### config.mk
export PLATFORM = sky130hd
export DESIGN_NAME = escaner_display_7seg_flat
export DESIGN_NICKNAME = d
export VERILOG_FILES = /design/src/rtl/escaner_display_7seg_if.sv /design/src/rtl/escaner_display_7seg.sv /design/src/flat_wrapper.sv
export SDC_FILE = /design/constraint.sdc
export NUM_CORES = 1
export LEC_CHECK = 0
export CORE_MARGIN = 2
export CORE_UTILIZATION = 50
export DETAILED_ROUTE_END_ITERATION = 7
export PLACE_DENSITY = 0.78
export SLEW_MARGIN = 20
export SYNTH_ARGS = -nofsm -noshare
export SYNTH_HDL_FRONTEND = slang
export SYNTH_SLANG_ARGS = --single-unit
### constraint.sdc
create_clock -name i_Clk -period 2.39 [get_ports i_Clk]
set_clock_uncertainty 0.05 [all_clocks]
set_input_delay 0.3585 -clock i_Clk [delete_from_list [all_inputs] [get_ports i_Clk]]
set_output_delay 0.3585 -clock i_Clk [all_outputs]
set_load 0.01 [all_outputs]
### src/rtl/escaner_display_7seg_if.sv
// rtl/escaner_display_7seg_if.sv - value/load inputs and scan outputs of the 7-segment digit scanner
interface escaner_display_7seg_if #(
  parameter int N_DIGITOS = 4
);
  localparam int IDX_W = (N_DIGITOS > 1) ? $clog2(N_DIGITOS) : 1;

  logic [4*N_DIGITOS-1:0] i_Valor;
  logic                   i_Load;
  logic                   i_Supr_Ceros;
  logic [3:0]             o_Bits;
  logic [N_DIGITOS-1:0]   o_Anodos;
  logic [IDX_W-1:0]       o_Digito;
  logic                   o_Ocupado;
  logic                   o_Fin_Trama;

  modport master (
    output i_Valor, i_Load, i_Supr_Ceros,
    input  o_Bits, o_Anodos, o_Digito, o_Ocupado, o_Fin_Trama
  );

  modport slave (
    input  i_Valor, i_Load, i_Supr_Ceros,
    output o_Bits, o_Anodos, o_Digito, o_Ocupado, o_Fin_Trama
  );
endinterface

### src/rtl/escaner_display_7seg.sv
// rtl/escaner_display_7seg.sv - multiplexed N-digit scanner feeding a hex-to-7-segment decoder
module escaner_display_7seg #(
  parameter int N_DIGITOS    = 4,
  parameter int DIV_REFRESCO = 50000,
  parameter bit ANODO_BAJO   = 1'b1
) (
  input logic                    i_Clk,
  input logic                    i_Rst_n,
  escaner_display_7seg_if.slave  bus
);
  localparam int CNT_W = (DIV_REFRESCO > 1) ? $clog2(DIV_REFRESCO) : 1;
  localparam int IDX_W = (N_DIGITOS > 1) ? $clog2(N_DIGITOS) : 1;
  localparam logic [CNT_W-1:0]     CNT_MAX = CNT_W'(DIV_REFRESCO - 1);
  localparam logic [IDX_W-1:0]     IDX_MAX = IDX_W'(N_DIGITOS - 1);
  localparam logic [N_DIGITOS-1:0] UNO     = N_DIGITOS'(1);

  logic [CNT_W-1:0]       cuenta;
  logic [IDX_W-1:0]       indice;
  logic [4*N_DIGITOS-1:0] pantalla;
  logic [4*N_DIGITOS-1:0] reserva;
  logic                   pendiente;
  logic                   fin_trama;
  logic                   tick;
  logic                   frontera;

  assign tick     = (cuenta == CNT_MAX);
  assign frontera = tick && (indice == IDX_MAX);

  always_ff @(posedge i_Clk or negedge i_Rst_n) begin
    if (!i_Rst_n) begin
      cuenta    <= '0;
      indice    <= '0;
      pantalla  <= '0;
      reserva   <= '0;
      pendiente <= 1'b0;
      fin_trama <= 1'b0;
    end else begin
      cuenta    <= tick ? '0 : cuenta + 1'b1;
      fin_trama <= frontera;
      if (tick) begin
        indice <= frontera ? '0 : indice + 1'b1;
      end
      // The displayed value only changes on the frame boundary, so a frame is never torn.
      if (frontera) begin
        if (bus.i_Load) begin
          pantalla <= bus.i_Valor;
        end else if (pendiente) begin
          pantalla <= reserva;
        end
        pendiente <= 1'b0;
      end else if (bus.i_Load) begin
        reserva   <= bus.i_Valor;
        pendiente <= 1'b1;
      end
    end
  end

  // cero_alto[k] is set when nibbles k..N-1 of the displayed value are all zero.
  logic [N_DIGITOS-1:0] cero_alto;
  logic                 apagado;
  logic [N_DIGITOS-1:0] activos;

  always_comb begin
    cero_alto = '0;
    cero_alto[N_DIGITOS-1] = (pantalla[4*(N_DIGITOS-1) +: 4] == 4'h0);
    for (int k = N_DIGITOS - 2; k >= 0; k--) begin
      cero_alto[k] = cero_alto[k+1] && (pantalla[4*k +: 4] == 4'h0);
    end
    apagado = bus.i_Supr_Ceros && (indice != '0) && cero_alto[indice];
    activos = apagado ? '0 : (UNO << indice);
  end

  assign bus.o_Bits      = pantalla[4*indice +: 4];
  assign bus.o_Anodos    = ANODO_BAJO ? ~activos : activos;
  assign bus.o_Digito    = indice;
  assign bus.o_Ocupado   = pendiente;
  assign bus.o_Fin_Trama = fin_trama;
endmodule

### src/flat_wrapper.sv
// flat-port wrapper written by rule: the top's interface ports become plain ports
module escaner_display_7seg_flat 
#(
  parameter int N_DIGITOS    = 4,
  parameter int DIV_REFRESCO = 50000,
  parameter bit ANODO_BAJO   = 1'b1
)
  (i_Clk, i_Rst_n, bus_i_Valor, bus_i_Load, bus_i_Supr_Ceros, bus_o_Bits, bus_o_Anodos, bus_o_Digito, bus_o_Ocupado, bus_o_Fin_Trama);
  escaner_display_7seg_if #(.N_DIGITOS(N_DIGITOS)) bus_i ();
  input logic i_Clk;
  input logic i_Rst_n;
  input wire logic [$bits(bus_i.i_Valor)-1:0] bus_i_Valor;
  input wire logic [$bits(bus_i.i_Load)-1:0] bus_i_Load;
  input wire logic [$bits(bus_i.i_Supr_Ceros)-1:0] bus_i_Supr_Ceros;
  output wire logic [$bits(bus_i.o_Bits)-1:0] bus_o_Bits;
  output wire logic [$bits(bus_i.o_Anodos)-1:0] bus_o_Anodos;
  output wire logic [$bits(bus_i.o_Digito)-1:0] bus_o_Digito;
  output wire logic [$bits(bus_i.o_Ocupado)-1:0] bus_o_Ocupado;
  output wire logic [$bits(bus_i.o_Fin_Trama)-1:0] bus_o_Fin_Trama;
  assign bus_i.i_Valor = bus_i_Valor;
  assign bus_i.i_Load = bus_i_Load;
  assign bus_i.i_Supr_Ceros = bus_i_Supr_Ceros;
  assign bus_o_Bits = bus_i.o_Bits;
  assign bus_o_Anodos = bus_i.o_Anodos;
  assign bus_o_Digito = bus_i.o_Digito;
  assign bus_o_Ocupado = bus_i.o_Ocupado;
  assign bus_o_Fin_Trama = bus_i.o_Fin_Trama;
  escaner_display_7seg #(.N_DIGITOS(N_DIGITOS), .DIV_REFRESCO(DIV_REFRESCO), .ANODO_BAJO(ANODO_BAJO)) u_core (.i_Clk(i_Clk), .i_Rst_n(i_Rst_n), .bus(bus_i));
endmodule
==> results of run 1 <==
metrics by stage:
| stage | cells | TNS, ns |
|---|---|---|
| CTS | 330 | 0 |
| floorplan | 214 | 0 |
| global placement | 322 | 0 |
| finish | 330 | 0 |
| detailed placement | 322 | 0 |
| global route | 330 | -0.000674 |
cell families after synthesis:
group | synth area share (%)
buffers and inverters | 3.23
DFF | 50.9
xor gates and xnor gates | 4.79
and+or+nand+nor | 12.4
muxes | 18.7
adders and majority gates | 2.93
AOI/OAI and AO/OA | 7.14
critical path, cell delays in order, from the launching register on:
cell and delay, ns:
dfrtp_1 0.35, inv_1 0.06, ha_1 0.20, nor4_2 0.26
nand3b_1 0.12, a211oi_2 0.15, buf_4 0.14, nand2b_4 0.12
clkdlybuf4s15_2 0.22
worst min-delay path by stage:
stage / endpoint / slack (ns) / cells past startpoint
3_3_place_gp: u_core.cuenta[12]$_DFF_PN0_ / 0.34 / 1
4_1_cts: u_core.cuenta[8]$_DFF_PN0_ / 0.01 / 1
2_1_floorplan: u_core.bus.o_Digito[0]$_DFFE_PN0N_ / 0.01 / 0
5_1_grt: u_core.cuenta[8]$_DFF_PN0_ / 0.04 / 1
3_5_place_dp: u_core.cuenta[12]$_DFF_PN0_ / 0.35 / 1
6_report: u_core.cuenta[12]$_DFF_PN0_ / 0.0002 / 1
placed cells by master, fill, tap and decap left out, drive strengths merged:
| cell | instances |
|---|---|
| nand2b | 4 |
| xor2 | 7 |
| inv | 6 |
| or4bb | 1 |
| clkbuf | 6 |
| and4 | 1 |
| clkdlybuf4s50 | 27 |
| nand3 | 6 |
| mux4 | 4 |
| a211oi | 1 |
| clkinv | 1 |
| o21ai | 34 |
| a21oi | 1 |
| nand2 | 5 |
| and3 | 1 |
| nor2b | 2 |
| xnor2 | 7 |
| dfrtp | 52 |
| bufinv | 1 |
| nand4bb | 1 |
| nor3 | 5 |
| nand4 | 3 |
| nor2 | 12 |
| nand3b | 1 |
| clkdlybuf4s15 | 1 |
| nor4 | 8 |
| or4b | 3 |
| buf | 20 |
| ha | 6 |
| mux2 | 16 |
| mux2i | 17 |
cell type report:
cell class,instances,share of cell area [%]
Clock inverter,2,1.11
Sequential cell,52,41.2
Timing Repair Buffer,48,13.8
Tap cell,70,2.77
Inverter,6,0.713
Clock buffer,6,2.30
Multi-Input combinational cell,146,38.1
what timing repair did:
item / 4_1_cts / 5_1_grt
setup buffers: 0 / 0
endpoints found under the setup margin: 3 / 8
gates resized for setup: 11 / 6
per-layer routing:
| metal | track usage [%] | up-vias | part of all wire (%) |
|---|---|---|---|
| met4 | 5.65 | 0 | 1.1 |
| met3 | 4.76 | 6 | 4.7 |
| met5 | 0 | - | 0 |
| met2 | 31.0 | 50 | 49 |
| li1 | - | 860 | - |
| met1 | 25.2 | 865 | 45 |
report_power, final:
part	internal (mW)	switching, mW	leakage (nW)	total (mW)
registers	0.906	0.0142	0.671	0.920
clock network	0.311	0.280	0.0552	0.591
logic	0.0802	0.0550	0.692	0.135
total	1.30	0.349	1.42	1.65
state kept, by name, indices dropped and copies added, names as in the netlist:
| signal | cells |
|---|---|
| u_core.cuenta | 16 |
| u_core.bus.o_Ocupado | 1 |
| u_core.reserva | 16 |
| u_core.pantalla | 16 |
| u_core.bus.o_Fin_Trama | 1 |
| u_core.bus.o_Digito | 2 |
==> flow_metrics.env, run 1 <==
export IMPL_die_h_um=75.5
export IMPL_nets=285
export IMPL_syn_avg_cell_area_um2=12.0
export IMPL_wire_per_inst_um=15.4
export IMPL_synth_edf_count=0
export IMPL_status="completed"
export IMPL_grt_pass1_wl_um=7960
export IMPL_numCtsBuffers=5
export IMPL_num_vias=1781
export IMPL_final_util_pct=63.1
export IMPL_overflow=0
export IMPL_tightestPinTransition_ns=0.599
export IMPL_final_period_utilization_pct=96.9
export IMPL_worstPathMaxFanout=3
export IMPL_grt_max_degree=28
export IMPL_final_area_mm2=0.00316
export IMPL_reg2regPathDepth=6
export IMPL_antenna_found_initial=0
export IMPL_hold_viol=0
export IMPL_slew_violations=0
export IMPL_power_mw=1.65
export IMPL_num_antenna_cells=0
export IMPL_power_density_mw_per_mm2=521
export IMPL_syn_inst=214
export IMPL_yosys_warnings=0
export IMPL_htreeDepth=2
export IMPL_die_w_um=75.5
export IMPL_clk_pin_slew_ns=0.09
export IMPL_ctsHoldBuffers=0
export IMPL_dieArea_mm2=0.00571
export IMPL_layout_drive_gt1_share_pct=20.8
export IMPL_grt_pass1_vias=1686
export IMPL_globalplace_congestion=0.848
export IMPL_ys_top_cells_by_count="dfrtp_1, o21ai_0, mux2i_1"
export IMPL_pre_cts_slack_ns=0.00375
export IMPL_r2r_end="u_core.pantalla[11]$_DFFE_PN0P_"
export IMPL_setup_viol=0
export IMPL_synth_area_leaders="dfrtp_1, mux2i_1, mux2_4"
export IMPL_synth_cell_types=32
export IMPL_hold_path_class="input pin to async pin"
export IMPL_hpwlAfterDp_um=3680
export IMPL_slew_headroom_pct=60.1
export IMPL_placed_area_mm2=0.00303
export IMPL_io_buffers=31
export IMPL_drt_pass1_iterations=4
export IMPL_finalWorstSetupSlack_ns=0.0736
export IMPL_synth_area_leader_cell="dfrtp_1"
export IMPL_power_leakage_nw=1.42
export IMPL_ys_seq_area_share_pct=50.9
export IMPL_fin_crit_ns=2.32
export IMPL_r2r_setup_slack_ns=0.15
export IMPL_seqCellArea_mm2=0.00130
export IMPL_r2r_start="u_core.bus.o_Digito[0]$_DFFE_PN0N_"
export IMPL_startpoint="u_core.bus.o_Digito[0]$_DFFE_PN0N_"
export IMPL_drtIter0Drc=115
export IMPL_synthFlopType="dfrtp_1"
export IMPL_postRouteAntennaNets=0
export IMPL_initial_core_util_pct=51.1
export IMPL_multi_input_area_mm2=0.00120
export IMPL_via_per_inst=5.40
export IMPL_drt_wl_total_um=5090
export IMPL_drc=0
export IMPL_row_count=26
export IMPL_synth_most_common_cell="dfrtp_1"
export IMPL_arrival_ns=1.91
export IMPL_holdWs_ns=0.000151
export IMPL_critical_path_required_ns=1.98
export IMPL_synth_fp_nets=240
export IMPL_synth_top_cell_area_share_pct=50.9
export IMPL_area_growth_pct=23.5
export IMPL_cts_root_buf="clkbuf_8"
export IMPL_worst_setup_path_start_kind="flop"
export IMPL_crit_path_end="bus_o_Anodos[3]"
export IMPL_clock_latency_ns=0.30
export IMPL_clockBufferDepth=2
export IMPL_peakVddDrop_uv=282
export IMPL_syn_cell_area_mm2=0.00256
export IMPL_cts_sinks=52
export IMPL_ios=32
export IMPL_grt_usage_pct=19.0
export IMPL_max_freq_mhz=432
export IMPL_cp_end_kind="output port"
export IMPL_path_class="flop to output port"
export IMPL_fill_cells=417
export IMPL_core_area_mm2=0.00501
export IMPL_async_reset_ff_share_pct=100
export IMPL_drv_cap=0
export IMPL_cts_tree="built"
export IMPL_synth_seq_cells=52
Note: power is estimated with default switching activity, not from simulation.
==> run 2, diff against run 1 <==
Clock period 2.39 ns to 2.1 ns, I/O delays scaled along.
==> run 2 against run 1 <==
The flow now finishes with violations (negative setup slack); worst setup slack got worse by 0.23 ns; sequential share of layout area down 3.0 points; combinational power increased by 28%; final area up 7.8%; utilization rose by 4.9 points; sequential power grew 14%; first-iteration DRC count grew 37%; critical path type is now flop to flop.
==> flow_metrics.env, run 2 (synthesis results as in run 1) <==
export IMPL_placed_area_mm2=0.00316
export IMPL_p_sw_uw=414
export IMPL_clock_latency_ns=0.31
export IMPL_die_w_um=75.5
export IMPL_via_per_inst=5.44
export IMPL_netSwitchingFraction_pct=21.8
export IMPL_wire_per_inst_um=16.6
export IMPL_nets=307
export IMPL_status="finished with violations"
export IMPL_power_density_mw_per_mm2=559
export IMPL_io_buffers=31
export IMPL_path_class="flop to flop"
export IMPL_setup_viol=25
export IMPL_worstPathMaxFanout=8
export IMPL_slew_violations=0
export IMPL_holdWs_ns=0.301
export IMPL_clkPwrFrac_pct=35.7
export IMPL_fin_crit_ns=2.26
export IMPL_grt_max_degree=30
export IMPL_max_freq_mhz=442
export IMPL_final_area_mm2=0.00340
export IMPL_dieArea_mm2=0.00571
export IMPL_comb_power_share_pct=9.1
export IMPL_pre_cts_slack_ns=-0.216
export IMPL_area_growth_pct=33.1
export IMPL_drt_wl_total_um=5850
export IMPL_biggestRegsByFlops="u_core.cuenta x16, u_core.pantalla x16, u_core.reserva x16"
export IMPL_clockBufferDepth=2
export IMPL_fill_cells=401
export IMPL_final_cell_mix="dfrtp_1, buf_4, o21ai_1"
export IMPL_mostFrequentLayoutCell="dfrtp_1"
export IMPL_intPower_mw=1.49
export IMPL_grt_pass1_wl_um=9180
export IMPL_cts_tree="built"
export IMPL_p_seq_share_pct=55.2
export IMPL_power_leakage_nw=1.60
export IMPL_htreeDepth=2
export IMPL_finalWorstSetupSlack_ns=-0.161
export IMPL_row_count=26
export IMPL_antenna_found_initial=0
export IMPL_drt_pass1_iterations=4
export IMPL_critical_path_required_ns=2.25
export IMPL_postRouteAntennaNets=0
export IMPL_final_period_utilization_pct=108
export IMPL_cp_end_kind="flop"
export IMPL_hpwlAfterDp_um=3900
export IMPL_globalplace_congestion=0.844
export IMPL_die_h_um=75.5
export IMPL_final_util_pct=68.0
export IMPL_rsz0062_at_grt="yes"
export IMPL_hold_viol=0
export IMPL_overflow=0
export IMPL_drv_cap=0
export IMPL_core_area_mm2=0.00501
export IMPL_ios=32
export IMPL_peakVddDrop_uv=544
export IMPL_cts_sinks=52
export IMPL_arrival_ns=2.41
export IMPL_initial_core_util_pct=51.1
export IMPL_violations="negative setup slack"
export IMPL_num_vias=1914
export IMPL_drtIter0Drc=158
export IMPL_clk_pin_slew_ns=0.09
export IMPL_power_mw=1.90
export IMPL_drc=0
export IMPL_numCtsBuffers=5
export IMPL_r2r_start="u_core.cuenta[4]$_DFF_PN0_"
export IMPL_tightestPinTransition_ns=0.392
export IMPL_hold_path_class="input pin to async pin"
export IMPL_worst_setup_path_start_kind="flop"
export IMPL_num_antenna_cells=0
export IMPL_layout_drive_gt1_share_pct=28.0
export IMPL_grt_usage_pct=21.9
export IMPL_slew_headroom_pct=73.9
export IMPL_grt_pass1_vias=1879
export IMPL_cts_root_buf="clkbuf_8"
export IMPL_startpoint="u_core.cuenta[4]$_DFF_PN0_"
run 2: power groups by stage:
stage,logic [mW],registers (mW),clock network (mW)
floorplan,0.0853,1.06,0
global placement,0.155,1.07,0
detailed placement,0.160,1.07,0
CTS,0.175,1.05,0.690
global route,0.187,1.05,0.725
finish,0.173,1.05,0.679
run 2: layer usage:
layer	part of all wire, %	GRT usage, %	vias up
met5	0	0	-
met4	1.7	8.19	0
met3	3.7	4.10	11
met2	50	34.9	48
met1	45	29.9	955
li1	-	-	900
run 2: worst paths after layout:
| path | slack, ns | to | cells after the start |
|---|---|---|---|
| min reg2reg | 0.47 | u_core.reserva[11]$_DFFE_PN0P_ | 1 |
| max reg2reg | -0.16 | u_core.reserva[13]$_DFFE_PN0P_ | 5 |
| max in group asynchronous | 1.23 | u_core.reserva[11]$_DFFE_PN0P_ | 3 |
| min in group i_Clk | 0.47 | u_core.reserva[11]$_DFFE_PN0P_ | 1 |
| max | -0.16 | u_core.reserva[13]$_DFFE_PN0P_ | 5 |
| min | 0.30 | u_core.reserva[6]$_DFFE_PN0P_ | 2 |
run 2: repair_timing:
item | 4_1_cts | 5_1_grt
resized for setup | 33 | 27
setup buffers | 1 | 2
endpoints found under the hold margin | 13 | 0
endpoints found under the setup margin | 39 | 38
hold buffers | 1 | 0
pin swaps | 8 | 1
cloned | 1 | 0
run 2: metrics by stage:
stage	setup TNS, ns	instances
finish	-2.71	352
detailed placement	-5.04	339
global placement	-3.55	339
floorplan	-2.77	214
global route	-4.37	352
CTS	-2.40	350
run 2: area by class of cell:
cell class                      instances  area, um2  area share, %
Tap cell                               70       87.6           2.57
Inverter                                6       22.5          0.662
Sequential cell                        52       1300           38.2
Clock inverter                          2       35.0           1.03
Timing Repair Buffer                   69        616           18.1
Clock buffer                            6       72.6           2.13
Multi-Input combinational cell        147       1270           37.3
run 2: worst max-delay path: stages (launching register included):
cell	delay (ns)
dfrtp_1	0.39
or4b_4	0.55
or4b_4	0.58
buf_12	0.16
nand2_8	0.11
mux2_4	0.31
==> run 3, diff against run 2 <==
Settings changed: CORE_MARGIN 2 to 4.
==> run 3 against run 2 <==
The run still ends with negative setup slack left; via count increased by 4.0%; sequential share of layout area decreased by 1.6 points; flip-flop and latch count unchanged; sequential power about the same; worst hold slack improved by 0.12 ns; critical path depth increased by 1; fmax decreased by 0.17%; combinational power about the same; register-to-register slack improved by 0.03 ns; worst setup slack got worse by 0.0038 ns; clock power increased by 4.7%; cell count increased by 2.0%; critical path type is now flop to output port.
==> flow_metrics.env, run 3 (synthesis results as in run 1) <==
export IMPL_r2r_end="u_core.reserva[9]$_DFFE_PN0P_"
export IMPL_drtIter0Drc=106
export IMPL_cts_tree="built"
export IMPL_cts_sinks=52
export IMPL_cpPeakStageDelay_ns=0.45
export IMPL_peakVddDrop_uv=420
export IMPL_final_period_utilization_pct=108
export IMPL_ios=32
export IMPL_hold_path_class="input pin to async pin"
export IMPL_mostFrequentLayoutCell="dfrtp_1"
export IMPL_max_freq_mhz=442
export IMPL_globalplace_congestion=0.832
export IMPL_dieArea_mm2=0.00633
export IMPL_num_vias=1991
export IMPL_die_h_um=79.5
export IMPL_drv_cap=0
export IMPL_status="finished with violations"
export IMPL_io_buffers=31
export IMPL_grt_pass1_wl_um=9870
export IMPL_finalWorstSetupSlack_ns=-0.165
export IMPL_die_w_um=79.5
export IMPL_final_area_mm2=0.00356
export IMPL_nets=317
export IMPL_rsz0062_at_grt="yes"
export IMPL_slowest_stage="dfrtp_2"
export IMPL_slew_violations=0
export IMPL_arrival_ns=1.90
export IMPL_power_density_mw_per_mm2=543
export IMPL_r2r_setup_slack_ns=-0.13
export IMPL_overflow=0
export IMPL_setup_viol=35
export IMPL_path_class="flop to output port"
export IMPL_tightestPinTransition_ns=0.433
export IMPL_netSwitchingFraction_pct=22.7
export IMPL_comb_power_share_pct=8.8
export IMPL_final_cell_mix="dfrtp_1, buf_4, clkdlybuf4s50_1"
export IMPL_numCtsBuffers=5
export IMPL_hpwlAfterDp_um=3930
export IMPL_num_antenna_cells=0
export IMPL_power_leakage_nw=1.67
export IMPL_row_count=25
export IMPL_fin_crit_ns=2.26
export IMPL_clock_latency_ns=0.31
export IMPL_slew_headroom_pct=71.1
export IMPL_p_sw_uw=439
export IMPL_violations="negative setup slack"
export IMPL_hold_viol=0
export IMPL_setup_tns_ns=-3.54
export IMPL_drc=0
export IMPL_worstPathMaxFanout=3
export IMPL_cp_end_kind="output port"
export IMPL_crit_chain="nor4_4, o21ai_1, a211oi_2, buf_4, nand2b_4, buf_6"
export IMPL_grt_pass1_vias=2022
export IMPL_holdWs_ns=0.416
export IMPL_p_seq_share_pct=54.3
export IMPL_layout_drive_gt1_share_pct=34.9
export IMPL_reg2regPathDepth=4
export IMPL_htreeDepth=2
export IMPL_area_growth_pct=39.0
export IMPL_grt_usage_pct=20.3
export IMPL_clockBufferDepth=2
export IMPL_drt_wl_total_um=6240
export IMPL_critPathTopFamily="simple AND/OR/NAND/NOR gates"
export IMPL_via_per_inst=5.55
export IMPL_biggestRegsByFlops="u_core.cuenta x16, u_core.pantalla x16, u_core.reserva x16"
export IMPL_placed_area_mm2=0.00317
export IMPL_wire_per_inst_um=17.4
export IMPL_cp_num_buf_inv=2
export IMPL_clk_pin_slew_ns=0.11
export IMPL_cts_root_buf="clkbuf_8"
export IMPL_r2r_start="u_core.cuenta[10]$_DFF_PN0_"
export IMPL_final_util_pct=73.3
export IMPL_worst_setup_path_start_kind="flop"
export IMPL_drt_pass1_iterations=6
export IMPL_initial_core_util_pct=52.8
export IMPL_intPower_mw=1.49
export IMPL_grt_max_degree=20
export IMPL_critical_path_required_ns=1.74
export IMPL_antenna_found_initial=0
export IMPL_postRouteAntennaNets=0
export IMPL_core_area_mm2=0.00485
export IMPL_clkPwrFrac_pct=36.8
==> run 3: final cells by class <==
cell class                 count  area, um2
clock inverter                 3       46.3
clock buffer                   5       68.8
sequential                    52       1300
timing repair buffer          79        691
fill                         327       1290
multi-input combinational    147       1340
inverter                       6       25.0
tap                           67       83.8
==> run 3: worst reg2reg max path, stage by stage (launching register included) <==
cell     delay, ns
dfrtp_1       0.39
or4bb_1       0.52
or4b_4        0.68
nand2_8       0.17
mux2_4        0.32
==> run 3: power by group through the flow <==
stage          Clock, mW  Combinational [mW]  Sequential (mW)
2_1_floorplan          0              0.0853             1.06
3_3_place_gp           0               0.152             1.06
3_5_place_dp           0               0.156             1.07
4_1_cts            0.720               0.171             1.05
5_1_grt            0.767               0.184             1.05
6_report           0.711               0.170             1.05
==> run 3: worst max path at each step <==
stage	endpoint	depth (start not counted)	from	slack (ns)
global route	bus_o_Anodos[1]	6	u_core.pantalla[10]$_DFFE_PN0P_	-0.29
CTS	u_core.pantalla[15]$_DFFE_PN0P_	5	u_core.cuenta[4]$_DFF_PN0_	-0.12
global placement	bus_o_Anodos[2]	8	u_core.bus.o_Digito[0]$_DFFE_PN0N_	-0.21
finish	bus_o_Anodos[2]	6	u_core.pantalla[10]$_DFFE_PN0P_	-0.16
detailed placement	bus_o_Anodos[2]	8	u_core.bus.o_Digito[0]$_DFFE_PN0N_	-0.25
floorplan	u_core.reserva[10]$_DFFE_PN0P_	6	u_core.cuenta[11]$_DFF_PN0_	-0.19
==> run 3: metal layers <==
layer | vias to the layer above | global-route usage, % | share of wire, %
met5 | - | 0 | 0
met4 | 0 | 7.73 | 2.5
met3 | 16 | 4.18 | 4.4
met2 | 56 | 35.1 | 52
met1 | 986 | 24.7 | 41
li1 | 933 | - | -
==> run 3: through the flow <==
stage	worst slack, ns	std cells	total power [mW]
2_1_floorplan	-0.188	214	1.15
3_3_place_gp	-0.207	339	1.22
3_5_place_dp	-0.249	339	1.22
4_1_cts	-0.115	353	1.94
5_1_grt	-0.290	359	2.00
6_report	-0.165	359	1.93
==> run 3: what timing repair did <==
item | CTS | global route
setup endpoints to repair | 39 | 42
pin swaps | 8 | 7
endpoints found under the hold margin | 17 | 0
hold buffers | 1 | 0
gates cloned | 1 | 1
setup buffers | 4 | 5
gates resized for setup | 35 | 39
